===== src/rtl/memsync_pkg.sv =====
// memsync_pkg -- shared definitions for the MEMSync row-transfer path.
//   rowsync_state_t : row_sync_engine FSM states
//   COLS            : beats per row at the default column width
//   MS_*            : MEMSync controller state encodings, kept here so that
//                     engines and benches agree on the handshake side.
package memsync_pkg;

    typedef enum logic [2:0] {
        RS_IDLE  = 3'd0,
        RS_AL_RD = 3'd1,
        RS_AL_WR = 3'd2,
        RS_WB_RD = 3'd3,
        RS_WB_WR = 3'd4,
        RS_DONE  = 3'd5,
        RS_HOLD  = 3'd6
    } rowsync_state_t;

    localparam int unsigned COLWIDTH_DEF = 5;
    localparam int unsigned COLS         = 1 << COLWIDTH_DEF;

    // MEMSync controller encodings
    localparam logic [2:0] MS_IDLE       = 3'd0;
    localparam logic [2:0] MS_ALLOCATE   = 3'd1;
    localparam logic [2:0] MS_COMPARETAG = 3'd2;
    localparam logic [2:0] MS_UPDATETAG  = 3'd3;
    localparam logic [2:0] MS_WRITEBACK  = 3'd4;
    localparam logic [2:0] MS_HITRD      = 3'd5;
    localparam logic [2:0] MS_HITWR      = 3'd6;

endpackage


===== src/rtl/row_sync_engine.sv =====
// row_sync_engine -- moves one full row between backing memory and the
// channel row cache while MEMSync sits in WriteBack or Allocate, then pulses
// sync for one cycle.
//
// Ports:
//   clk, rst            clock / synchronous active-low reset
//   wb_req, alloc_req   MEMSync state levels (WriteBack / Allocate)
//   cRowId, RowId,      cache row, allocate source row, writeback victim row
//   wbRowId
//   sync, busy          completion pulse / transfer in progress
//   c_addr,c_rd,c_wr,   row-cache port (c_rdata valid the cycle after c_rd)
//   c_wdata,c_rdata
//   m_addr,m_req,m_we,  backing-memory port (m_rdata valid the cycle after an
//   m_ready,m_wdata,    accepted read)
//   m_rdata
//   wb_cnt, al_cnt,     completed-transfer and stall counters
//   stall_cnt
//
// Build option: define ROWSYNC_CNT_EN to generate the counters; otherwise the
// counter outputs are tied to zero.
module row_sync_engine
    import memsync_pkg::*;
#(
    parameter int CHWIDTH   = 6,
    parameter int ADDRWIDTH = 17,
    parameter int COLWIDTH  = 5,
    parameter int DWIDTH    = 64
) (
    input  logic                          clk,
    input  logic                          rst,
    input  logic                          wb_req,
    input  logic                          alloc_req,
    input  logic [CHWIDTH-1:0]            cRowId,
    input  logic [ADDRWIDTH-1:0]          RowId,
    input  logic [ADDRWIDTH-1:0]          wbRowId,
    output logic                          sync,
    output logic                          busy,
    output logic [CHWIDTH+COLWIDTH-1:0]   c_addr,
    output logic                          c_rd,
    output logic                          c_wr,
    output logic [DWIDTH-1:0]             c_wdata,
    input  logic [DWIDTH-1:0]             c_rdata,
    output logic [ADDRWIDTH+COLWIDTH-1:0] m_addr,
    output logic                          m_req,
    output logic                          m_we,
    input  logic                          m_ready,
    output logic [DWIDTH-1:0]             m_wdata,
    input  logic [DWIDTH-1:0]             m_rdata,
    output logic [31:0]                   wb_cnt,
    output logic [31:0]                   al_cnt,
    output logic [31:0]                   stall_cnt
);

    rowsync_state_t         r_state;
    logic [COLWIDTH-1:0]    r_col;
    logic [CHWIDTH-1:0]     r_crow;
    logic [ADDRWIDTH-1:0]   r_row;
    logic [ADDRWIDTH-1:0]   r_wbrow;
    logic                   r_is_wb;
    logic                   r_wr_first;   // first cycle of WB_WR: c_rdata is live
    logic [DWIDTH-1:0]      r_wdata;      // c_rdata captured for stalled WB_WR cycles
    logic                   w_last_col;

    assign w_last_col = &r_col;

    always_ff @(posedge clk) begin
        if (!rst) begin
            r_state    <= RS_IDLE;
            r_col      <= '0;
            r_crow     <= '0;
            r_row      <= '0;
            r_wbrow    <= '0;
            r_is_wb    <= 1'b0;
            r_wr_first <= 1'b0;
            r_wdata    <= '0;
        end else begin
            case (r_state)
                RS_IDLE: begin
                    r_col <= '0;
                    // wb_req wins if MEMSync ever raises both
                    if (wb_req || alloc_req) begin
                        r_crow  <= cRowId;
                        r_row   <= RowId;
                        r_wbrow <= wbRowId;
                        r_is_wb <= wb_req;
                        r_state <= wb_req ? RS_WB_RD : RS_AL_RD;
                    end
                end
                RS_AL_RD: begin
                    if (m_ready) r_state <= RS_AL_WR;
                end
                RS_AL_WR: begin
                    if (w_last_col) begin
                        r_state <= RS_DONE;
                    end else begin
                        r_col   <= r_col + COLWIDTH'(1);
                        r_state <= RS_AL_RD;
                    end
                end
                RS_WB_RD: begin
                    r_wr_first <= 1'b1;
                    r_state    <= RS_WB_WR;
                end
                RS_WB_WR: begin
                    // hold the read data so m_wdata stays stable across stalls
                    if (r_wr_first) begin
                        r_wdata    <= c_rdata;
                        r_wr_first <= 1'b0;
                    end
                    if (m_ready) begin
                        if (w_last_col) begin
                            r_state <= RS_DONE;
                        end else begin
                            r_col   <= r_col + COLWIDTH'(1);
                            r_state <= RS_WB_RD;
                        end
                    end
                end
                RS_DONE: r_state <= RS_HOLD;
                // MEMSync drops its request the cycle after sync; skip it
                RS_HOLD: r_state <= RS_IDLE;
                default: r_state <= RS_IDLE;
            endcase
        end
    end

    always_comb begin
        sync    = 1'b0;
        busy    = 1'b0;
        c_addr  = '0;
        c_rd    = 1'b0;
        c_wr    = 1'b0;
        c_wdata = '0;
        m_addr  = '0;
        m_req   = 1'b0;
        m_we    = 1'b0;
        m_wdata = '0;
        case (r_state)
            RS_AL_RD: begin
                busy   = 1'b1;
                m_req  = 1'b1;
                m_addr = {r_row, r_col};
            end
            RS_AL_WR: begin
                busy    = 1'b1;
                c_wr    = 1'b1;
                c_addr  = {r_crow, r_col};
                c_wdata = m_rdata;
            end
            RS_WB_RD: begin
                busy   = 1'b1;
                c_rd   = 1'b1;
                c_addr = {r_crow, r_col};
            end
            RS_WB_WR: begin
                busy    = 1'b1;
                m_req   = 1'b1;
                m_we    = 1'b1;
                m_addr  = {r_wbrow, r_col};
                m_wdata = r_wr_first ? c_rdata : r_wdata;
            end
            RS_DONE: begin
                busy = 1'b1;
                sync = 1'b1;
            end
            default: ;
        endcase
    end

`ifdef ROWSYNC_CNT_EN
    logic [31:0] r_wb_cnt;
    logic [31:0] r_al_cnt;
    logic [31:0] r_stall_cnt;

    always_ff @(posedge clk) begin
        if (!rst) begin
            r_wb_cnt    <= '0;
            r_al_cnt    <= '0;
            r_stall_cnt <= '0;
        end else begin
            if (r_state == RS_DONE) begin
                if (r_is_wb) r_wb_cnt <= r_wb_cnt + 32'd1;
                else         r_al_cnt <= r_al_cnt + 32'd1;
            end
            if (m_req && !m_ready) r_stall_cnt <= r_stall_cnt + 32'd1;
        end
    end

    assign wb_cnt    = r_wb_cnt;
    assign al_cnt    = r_al_cnt;
    assign stall_cnt = r_stall_cnt;
`else
    assign wb_cnt    = '0;
    assign al_cnt    = '0;
    assign stall_cnt = '0;
`endif

endmodule


===== config.mk =====
export PLATFORM = sky130hd
export DESIGN_NAME = row_sync_engine
export DESIGN_NICKNAME = d
export VERILOG_FILES = /design/src/rtl/memsync_pkg.sv /design/src/rtl/row_sync_engine.sv
export SDC_FILE = /design/constraint.sdc
export NUM_CORES = 1
export LEC_CHECK = 0
export ABC_AREA = 1
export ABC_CLOCK_PERIOD_IN_PS = 2000
export CORE_AREA = 8 8 162 164
export CTS_CLUSTER_SIZE = 10
export DETAILED_ROUTE_END_ITERATION = 7
export DIE_AREA = 0 0 170 172
export HOLD_SLACK_MARGIN = 0.05
export MAX_ROUTING_LAYER = met4
export PLACE_DENSITY_LB_ADDON = 0.12
export SLEW_MARGIN = 20
export SYNTH_ARGS = -nofsm -noshare
export SYNTH_HDL_FRONTEND = slang
export SYNTH_SLANG_ARGS = --single-unit

===== constraint.sdc =====
create_clock -name clk -period 2 [get_ports clk]
set_input_delay 0.4 -clock clk [delete_from_list [all_inputs] [get_ports clk]]
set_output_delay 0.4 -clock clk [all_outputs]
set_load 0.02 [all_outputs]

# Yosys cells after proc, flatten, opt, wreduce, memory -nomap -nowiden

Index checks and enable logic that the tools add are counted.

Word-level logic and storage cells: 49
Flip-flop bits (word level): 113
Input bits: 173

$add $sub $neg: 1
Multiplexer cells: 22
Reduce and logical (&&, ||, !) cells: 11
Eq/ne operators: 8

Operators by type and width:

| operator              | count |
|---|---|
| $mux W64              | 3 |
| $pmux W22 S2          | 1 |
| $pmux W3 S6           | 1 |
| $mux W3               | 5 |
| $pmux W5 S3           | 1 |
| $mux W11              | 1 |
| $mux W5               | 2 |
| $eq A3 B2 Y1 const B  | 2 |
| $eq A3 B3 Y1 const B  | 2 |
| $mux W1               | 6 |
| $ne A2 B2 Y1 const B  | 3 |
| $add A5 B1 Y5 const B | 1 |
| $reduce_and A5 Y1     | 1 |
| $reduce_or A5 Y1      | 1 |
| $reduce_and A2 Y1     | 2 |
| $reduce_or A2 Y1      | 2 |
| $eq A3 B1 Y1 const B  | 1 |
| $logic_not A3 Y1      | 1 |
| $reduce_and A3 Y1     | 1 |
| $reduce_bool A3 Y1    | 1 |
| $mux W2               | 1 |
| $pmux W1 S2           | 1 |
| $reduce_bool A2 Y1    | 1 |
| $logic_or A1 B1 Y1    | 1 |

# Logic depth before layout (Yosys ltp)

Depth in word-level cells: 4
Mapped depth: 9
Mapped depth without buffers: 9

# Worst setup path before layout

No wires, ideal clock.

Path kind: reg2out
From: register r_state[1]
To: output port m_addr[10]
Buffers on the path: 2
Data required time: 1,600 ps
Path slack: 352 ps
Arrival: 1,248 ps
Stages on the path, launching flop included: 6
Cells stage by stage: dfxtp_1 -> nor2_1 -> nand2_2 -> buf_6 -> buf_2 -> o22ai_1

Longest elaborated chain between the ends: 2
Elaborated cells between the ends (all ways): 3

RTL lines:

| item                                         | RTL line               | text |
|---|---|---|
| start, declared                              | row_sync_engine.sv:54  | `rowsync_state_t r_state;` |
| start signal, assigned                       | row_sync_engine.sv:86  | `r_state <= wb_req ? RS_WB_RD : RS_AL_RD;` |
| $eq A3 B3 Y1 or $eq A3 B1 Y1 (tied branches) | row_sync_engine.sv:138 | `case (r_state)` |
| $pmux W22 S2 (*)                             | row_sync_engine.sv:138 |  |
| end, declared                                | row_sync_engine.sv:43  | `output logic [ADDRWIDTH+COLWIDTH-1:0] m_addr,` |

Every way passes the cells marked *; elsewhere a longest branch is shown, timed or not.

# Worst setup path after layout

From: register r_wr_first
To: output port m_wdata[37]

Longest elaborated chain between the ends: 2

RTL lines:

| item                   | RTL line               | text |
|---|---|---|
| start, declared        | row_sync_engine.sv:60  | `logic r_wr_first;` |
| start signal, assigned | row_sync_engine.sv:74  | `r_wr_first <= 1'b0;` |
| start signal, assigned | row_sync_engine.sv:101 | `r_wr_first <= 1'b1;` |
| start signal, assigned | row_sync_engine.sv:108 | `r_wr_first <= 1'b0;` |
| $mux W64               | row_sync_engine.sv:160 | `m_wdata = r_wr_first ? c_rdata : r_wdata;` |
| $mux W64               | row_sync_engine.sv:138 |  |
| end, declared          | row_sync_engine.sv:47  | `output logic [DWIDTH-1:0] m_wdata,` |

No other way between the ends.

==> flow_metrics.env <==
export IMPL_status="complete, no violations"
export IMPL_final_common_cell="nand2_1"
export IMPL_grt_pass1_vias=7190
export IMPL_hold_slack_ns=0.347
export IMPL_worst_path_max_delay_cell="dfxtp_4"
export IMPL_yosysUniqueCellTypes=23
export IMPL_synth_seq_cells=113
export IMPL_clock_skew_final_ns=0.00692
export IMPL_place_ws_ns=-0.195
export IMPL_avgSynthCellArea_um2=5.93
export IMPL_routedWlPerCell_um=14.7
export IMPL_fin_crit_sh_pct=97.6
export IMPL_p_per_area_nw_per_um2=787
export IMPL_layout_min_cycle_time_ns=1.95
export IMPL_syn_to_final_growth_pct=73.4
export IMPL_coreArea_um2=23800
export IMPL_dpl_hpwl_um=19900
export IMPL_cts_tree="built"
export IMPL_dp_cells=1859
export IMPL_clock_sinks=113
export IMPL_layout_common_cells="nand2_1 (396), clkdlybuf4s50_1 (171), buf_4 (165)"
export IMPL_p_leak_nw=6.66
export IMPL_antenna_found_initial=3
export IMPL_cts_max_path_buffers=2
export IMPL_whs_endpoint="r_wdata[6]"
export IMPL_stdcell_count=1923
export IMPL_r2r_cells=5
export IMPL_drtAntennaViolNets=0
export IMPL_maxCapViolCount=0
export IMPL_rsz0062_at_grt="yes"
export IMPL_grt_max_degree=61
export IMPL_slew_violations=0
export IMPL_start_util_pct=29.1
export IMPL_die_w_um=170
export IMPL_hold_viol=0
export IMPL_max_slew_margin_pct=53.7
export IMPL_worst_path_dominant_cell_family="buffers and inverters"
export IMPL_drt_pass1_iterations=5
export IMPL_crit_fanout=17
export IMPL_r2r_end="r_wdata[49]"
export IMPL_cp_data_arrival_time_ns=1.55
export IMPL_nets=1759
export IMPL_insertion_delay_ns=0.42
export IMPL_ys_warnings_count=0
export IMPL_slowest_delay_ns=0.42
export IMPL_drtIter0Drc=396
export IMPL_drive_gt1_share_pct=25.8
export IMPL_via_count=7697
export IMPL_critPathMostFrequentCell="nand2_1"
export IMPL_nFillCells=2485
export IMPL_hp_start="rst"
export IMPL_cts_htree_levels=4
export IMPL_grt_ovfl_total=0
export IMPL_yosysSeqAreaShare_pct=32.6
export IMPL_gp_congestion=0.781
export IMPL_required_ns=1.60
export IMPL_fp_row_count=57
export IMPL_cts_root_buf="clkbuf_16"
export IMPL_endpoint_kind="output pin"
export IMPL_die_h_um=172
export IMPL_r2r_start="r_state[1]"
export IMPL_cp_cell_sequence="clkinv_8 -> buf_16 -> nand2_1 -> nand2_1 -> nand2_1 -> inv_1 -> buf_4"
export IMPL_drc=0
export IMPL_whs_path_depth=3
export IMPL_syn_area_um2=6930
export IMPL_via_per_inst=4.00
export IMPL_wl_um=28400
export IMPL_tightest_slew_ns=0.695
export IMPL_fmax_mhz=512
export IMPL_die_area_um2=29200
export IMPL_peakVddDrop_uv=534
export IMPL_hold_class="in -> reg"
export IMPL_timing_final_ws_setup_ns=0.0486
export IMPL_clkTransAtPathRegs_ns=0.06
export IMPL_grtUsageTotal_pct=18.4
export IMPL_numCtsBuffers=17
export IMPL_crit_type="reg -> out"
export IMPL_io_pins=436
export IMPL_placed_cell_area_um2=10800
export IMPL_start_kind="flip-flop"
export IMPL_cts_hold_buffers_added=0
export IMPL_synthCells=1169
export IMPL_crit_buf_inv=4
export IMPL_total_power_mw=9.45
export IMPL_grt_pass1_wl_um=41000
export IMPL_io_buffer_count=339
export IMPL_rrSetupSlack_ns=0.52
export IMPL_stdcell_area_um2=12000
export IMPL_setup_violations=0
area by class of cell:
cell class              count  area, µm²  area share, %
diodes                      3       7.51         0.0625
clock buffers              21        450           3.75
clock inverters            10        111          0.927
inverters                 186        731           6.08
multi-input cells         810       3610           30.0
flip-flops and latches    113       2270           18.9
well taps                 324        405           3.37
repair buffers            456       4430           36.9
repair_timing:
action,4_1_cts,5_1_grt
buffers inserted,9,9
endpoints found under the setup margin,163,155
cloned,6,7
resized for setup,729,234
pin swaps,1,7
metrics by stage:
step,TNS [ns],util [%]
finish,0,50.4
global route,-1.18,50.4
CTS,-0.318,47.0
detailed placement,-10.40,45.2
global placement,-10.61,45.2
floorplan,0,-
registers in the layout (all words and copies together) (netlist names):
name	cells
r_row	17
r_col	5
r_crow	6
r_state	3
r_wr_first	1
r_wdata	64
r_wbrow	17
how the worst max path moves through the flow:
stage / from / to / slack (ns) / depth (start not counted)
finish: r_wr_first / m_wdata[37] / 0.05 / 7
global placement: r_state[0] / m_wdata[35] / -0.20 / 7
floorplan: r_state[1] / m_addr[10] / 0.35 / 5
detailed placement: r_state[0] / m_wdata[35] / -0.20 / 7
global route: r_state[0] / m_wdata[38] / -0.05 / 7
CTS: r_state[2] / busy / -0.07 / 5
tightest hold or removal path: stages:
cell     delay [ns]
buf_2          0.09
inv_2          0.11
a21oi_1        0.13
metal layers:
layer / up-vias / part of all wire, % / GRT usage [%]
li1: 4064 / - / -
met1: 3383 / 42 / 21.5
met2: 231 / 49 / 30.6
met3: 19 / 8.1 / 6.10
met4: 0 / 0.89 / 4.16
met5: - / 0 / -
where the power goes:
group | total [mW] | leakage, nW | switching (mW) | internal [mW]
Clock | 2.93 | 0.269 | 1.08 | 1.85
Combinational | 3.90 | 5.47 | 2.26 | 1.65
Sequential | 2.61 | 0.924 | 0.103 | 2.51
synth_stat cells, drive strengths merged:
master  instances  area share, %
conb            1          0.054
buf           135             14
nand3          10           0.79
o22ai          17            1.5
clkbuf         20            1.4
ha              2           0.36
nor3            1           0.14
inv           186             10
nand2         430             23
o21ai           3           0.27
dfxtp         113             33
a21oi          70            5.1
nor2          181            9.9
cell families (layout without fill, tap and decap cells):
| group | Yosys count | in the layout | share of synthesized area [%] |
|---|---|---|---|
| simple gates | 622 | 622 | 34.3 |
| fa+ha+maj | 2 | 2 | 0.361 |
| flops | 113 | 113 | 32.6 |
| other cells | 1 | 99 | 0.0541 |
| compound gates | 90 | 90 | 6.86 |
| buf+inv | 341 | 673 | 25.8 |
(Power assumes the default switching activity.)
